File: src/rtl/recirculacion_param.sv
// Purpose: N-lane recirculation stage with a built-in idle sequencer. Words go to the rp path while IDLE and to the main path while ACTIVE.
// Latency: 1 clk_f cycle on both the main and rp paths. idle_out is the registered state bit.
// Backpressure: none. The downstream stage must accept a word every cycle. Optional per-lane counters are enabled by RECIRC_COUNT_EN.
module recirculacion_param #(
    parameter int LANES       = 4,
    parameter int WIDTH       = 8,
    parameter int IDLE_CYCLES = 4,
    parameter int CNT_W       = 8
) (
    input  logic                     clk_f,
    input  logic                     reset,
    input  logic [LANES*WIDTH-1:0]   data_in,
    input  logic [LANES-1:0]         valid_in,
    input  logic                     force_idle,
    output logic [LANES*WIDTH-1:0]   data_out,
    output logic [LANES-1:0]         valid_out,
    output logic [LANES*WIDTH-1:0]   data_rp,
    output logic [LANES-1:0]         valid_rp,
    output logic                     idle_out
`ifdef RECIRC_COUNT_EN
    ,
    output logic [LANES*CNT_W-1:0]   recirc_count
`endif
);

    localparam int              IC_W    = $clog2(IDLE_CYCLES + 1);
    localparam logic [IC_W-1:0] IC_LAST = IC_W'(IDLE_CYCLES - 1);

    typedef enum logic {
        ST_IDLE   = 1'b0,
        ST_ACTIVE = 1'b1
    } state_t;

    state_t          state_q;
    state_t          state_d;
    logic [IC_W-1:0] cnt_q;
    logic [IC_W-1:0] cnt_d;
    logic [LANES*WIDTH-1:0] masked_dat;

    // State and idle-cycle counter register
    always_ff @(posedge clk_f) begin
        if (reset) begin
            state_q <= ST_IDLE;
            cnt_q   <= '0;
        end else begin
            state_q <= state_d;
            cnt_q   <= cnt_d;
        end
    end

    // Next-state logic: force_idle takes priority over the counter's terminal count
    always_comb begin
        state_d = state_q;
        cnt_d   = cnt_q;
        case (state_q)
            ST_IDLE: begin
                if (force_idle) begin
                    cnt_d = '0;
                end else if (cnt_q == IC_LAST) begin
                    state_d = ST_ACTIVE;
                    cnt_d   = '0;
                end else begin
                    cnt_d = cnt_q + IC_W'(1);
                end
            end
            ST_ACTIVE: begin
                if (force_idle) begin
                    state_d = ST_IDLE;
                    cnt_d   = '0;
                end
            end
            default: begin
                state_d = ST_IDLE;
                cnt_d   = '0;
            end
        endcase
    end

    // Zero the data of lanes that are not valid so that no stale bytes leak downstream
    always_comb begin
        masked_dat = '0;
        for (int i = 0; i < LANES; i++) begin
            masked_dat[i*WIDTH +: WIDTH] = valid_in[i] ? data_in[i*WIDTH +: WIDTH] : '0;
        end
    end

    // Route each word by the pre-edge state, so the word on a state-change edge follows the old state
    always_ff @(posedge clk_f) begin
        if (reset) begin
            data_out  <= '0;
            valid_out <= '0;
            data_rp   <= '0;
            valid_rp  <= '0;
        end else if (state_q == ST_IDLE) begin
            data_out  <= '0;
            valid_out <= '0;
            data_rp   <= masked_dat;
            valid_rp  <= valid_in;
        end else begin
            data_out  <= masked_dat;
            valid_out <= valid_in;
            data_rp   <= '0;
            valid_rp  <= '0;
        end
    end

    assign idle_out = (state_q == ST_IDLE);

`ifdef RECIRC_COUNT_EN
    localparam logic [CNT_W-1:0] CNT_MAX = {CNT_W{1'b1}};

    logic [LANES*CNT_W-1:0] rc_q;

    // Count words that were recirculated on each lane. The count saturates and is cleared only by reset.
    always_ff @(posedge clk_f) begin
        if (reset) begin
            rc_q <= '0;
        end else begin
            for (int i = 0; i < LANES; i++) begin
                if ((state_q == ST_IDLE) && valid_in[i] &&
                    (rc_q[i*CNT_W +: CNT_W] != CNT_MAX)) begin
                    rc_q[i*CNT_W +: CNT_W] <= rc_q[i*CNT_W +: CNT_W] + CNT_W'(1);
                end
            end
        end
    end

    assign recirc_count = rc_q;
`endif

endmodule

File: config.mk
export PLATFORM = sky130hd
export DESIGN_NAME = recirculacion_param
export DESIGN_NICKNAME = d
export VERILOG_FILES = /design/src/rtl/recirculacion_param.sv
export SDC_FILE = /design/constraint.sdc
export NUM_CORES = 1
export LEC_CHECK = 0
export CORE_MARGIN = 4
export CORE_UTILIZATION = 40
export CTS_CLUSTER_DIAMETER = 200
export DETAILED_ROUTE_END_ITERATION = 6
export GPL_ROUTABILITY_DRIVEN = 0
export PLACE_DENSITY = 0.93
export SYNTH_ARGS = -nofsm -noshare
export SYNTH_HDL_FRONTEND = slang
export SYNTH_SLANG_ARGS = --single-unit
File: constraint.sdc
create_clock -name clk_f -period 2.2 [get_ports clk_f]
set_clock_uncertainty 0.2 [all_clocks]
set_input_delay 0.33 -clock clk_f [delete_from_list [all_inputs] [get_ports clk_f]]
set_output_delay 0.33 -clock clk_f [all_outputs]
set_load 0.005 [all_outputs]
==> qor.csv <==
metric,value,unit
worst skew pair latency,0.33,ns
chip height,80.64,um
Initial DRC Count,56,
CTS H-Tree Depth,3,
WL final,5170,um
RSZ-0062 raised after global routing,no,
vias per cell,4.568,
width of the chip,80.64,um
Tcrit/Tclk final,0.8679,
Worst EP arrival,1.98,ns
Final setup violation count,0,
max_cap viols,0,
design area,3468,um^2
top-level I/O count,112,
CP Class,input port to flip-flop,
"Hold Vio Cnt, Final",0,
Startpoint Class,input port,
CP max FO,36,
final slew viol count,0,
Syn Nets,213,
post-CTS sizing,0,
Starting Density,0.4133,
PwrDens,749.8,nW/um^2
Root Buffer,clkbuf_8,
drt wl/cell,14.32,um
register area share after synthesis,0.7208,
worst hold margin,0.2527,ns
"most common cell after layout, fill and taps aside",clkdlybuf4s50_1,
Netlist cell types,17,
register bit total from synthesis,76,
# diodes,0,
Achievable Freq,0.5237,GHz
WP data required,2.27,ns
Detail Placement HPWL,3769,um
first-pass GRT wire length,7879,um
fin cells,361,
max_slew headroom,0.1959,
number of buffers created by CTS,9,
synthesized cell area,2111,um^2
Max VDD drop,0.4546,mV
All-Layer GR Usage,0.1624,
Die Footprint,6503,um^2
initial antenna violation count,0,
worst hold path type,flip-flop to flip-flop,
deepest clock path buffer count,2,
largest net degree at the start of global routing,37,
drt drc,0,
vias in the first global route,1597,
Layout Nets,326,
via count,1649,
most frequent cells in the layout,"clkdlybuf4s50_1 (111), dfxtp_1 (76), and3_1 (64), clkbuf_8 (9), and2_1 (8)",
post-layout min period,1.909,ns
slew of the pin with the lowest slew margin,1.205,ns
Avg Inst Size Synth,12.20,um^2
core area,5107,um^2
setup bufs post-CTS,0,
Placed Instances,345,
"Hold-fix buffers, CTS",0,
Pre-antenna DRT Iters,4,
CTS tree,built,
CTS clock-pin slew for the worst setup and hold paths,0.07,ns
clock sinks,76,
LEAKAGE,1.544,nW
Area Overhead vs Synth,64.32,%
Port Buffers,111,
Setup crit end kind,flip-flop,
DP Area,3276,um^2
grt ovf,0,
antenna-violating nets left,0,
status,"finished, final reports clean",
floorplan row count,26,
Synth warnings,0,
layout cell share with drive strength beyond 1,0.06873,
post-synthesis cell count,173,
logic make-up after synthesis:
group | Yosys count | synth area share
simple gates | 81 | 0.2389
flops | 76 | 0.7208
buf+inv | 11 | 0.02134
compound gates | 4 | 0.01304
fa+ha+maj | 1 | 0.005927
final cells by class:
cell class / count / area, um^2
fillers: 380 / 1639
flip-flops and latches: 76 / 1521
repair buffers: 112 / 1119
multi-input cells: 86 / 544.3
clock buffers: 10 / 127.6
well taps: 70 / 87.58
clock inverters: 6 / 65.06
inverters: 1 / 3.754
power by group:
part           switching, W  internal, W
clock              0.000484     0.000522
combinational     0.0000589     0.000123
sequential       0.00000851      0.00140
critical path, cell delays in order:
cell and delay (ns):
clkdlybuf4s50_1 0.44, nor2_2 0.91, and3_1 0.28
state kept, by name, summed over array words and instances, names as in the netlist:
register / flops
valid_rp: 4
data_rp: 32
state_q: 1
cnt_q: 3
valid_out: 4
data_out: 32
routing by layer:
layer / track usage / routed length (um)
met5: 0 / 0
met2: 0.2732 / 2499
met1: 0.1785 / 2017
met3: 0.06390 / 552
met4: 0.07601 / 100
Yosys cell counts:
master / number / area share
buf_2: 3 / 0.0071
or3b_2: 1 / 0.0042
and3_1: 64 / 0.19
nor2b_1: 1 / 0.0030
clkbuf_1: 7 / 0.012
ha_1: 1 / 0.0059
nor2_1: 1 / 0.0018
a21boi_0: 2 / 0.0071
or3_1: 1 / 0.0030
a21oi_1: 1 / 0.0024
nor2_2: 1 / 0.0030
dfxtp_1: 76 / 0.72
nor2_4: 1 / 0.0053
inv_2: 1 / 0.0018
nand2_1: 3 / 0.0053
and2_1: 8 / 0.024
o21a_1: 1 / 0.0036
per-stage QoR:
| stage | setup TNS, ns | total power [W] | util | setup WS [ns] |
|---|---|---|---|---|
| after floorplan | 0 | 0.001485 | - | 0.7485 |
| after global placement | -0.06485 | 0.001622 | 0.6414 | -0.005346 |
| after detailed placement | -1.194 | 0.001630 | 0.6414 | -0.05985 |
| after CTS | 0 | 0.002632 | 0.6791 | 0.3114 |
| after global routing | 0 | 0.002707 | 0.6791 | 0.1452 |
| final | 0 | 0.002601 | 0.6791 | 0.2905 |
path summary, 6_finish.rpt:
check / from / end / slack (ns) / cells past startpoint
worst max-delay path: reset / data_rp[21] / 0.29 / 3
worst min-delay path: cnt_q[2] / cnt_q[2] / 0.25 / 2
worst max register to register: state_q / data_rp[21] / 0.32 / 2
worst min register to register: cnt_q[2] / cnt_q[2] / 0.25 / 2
No activity file was read; power rests on OpenSTA's default activity.
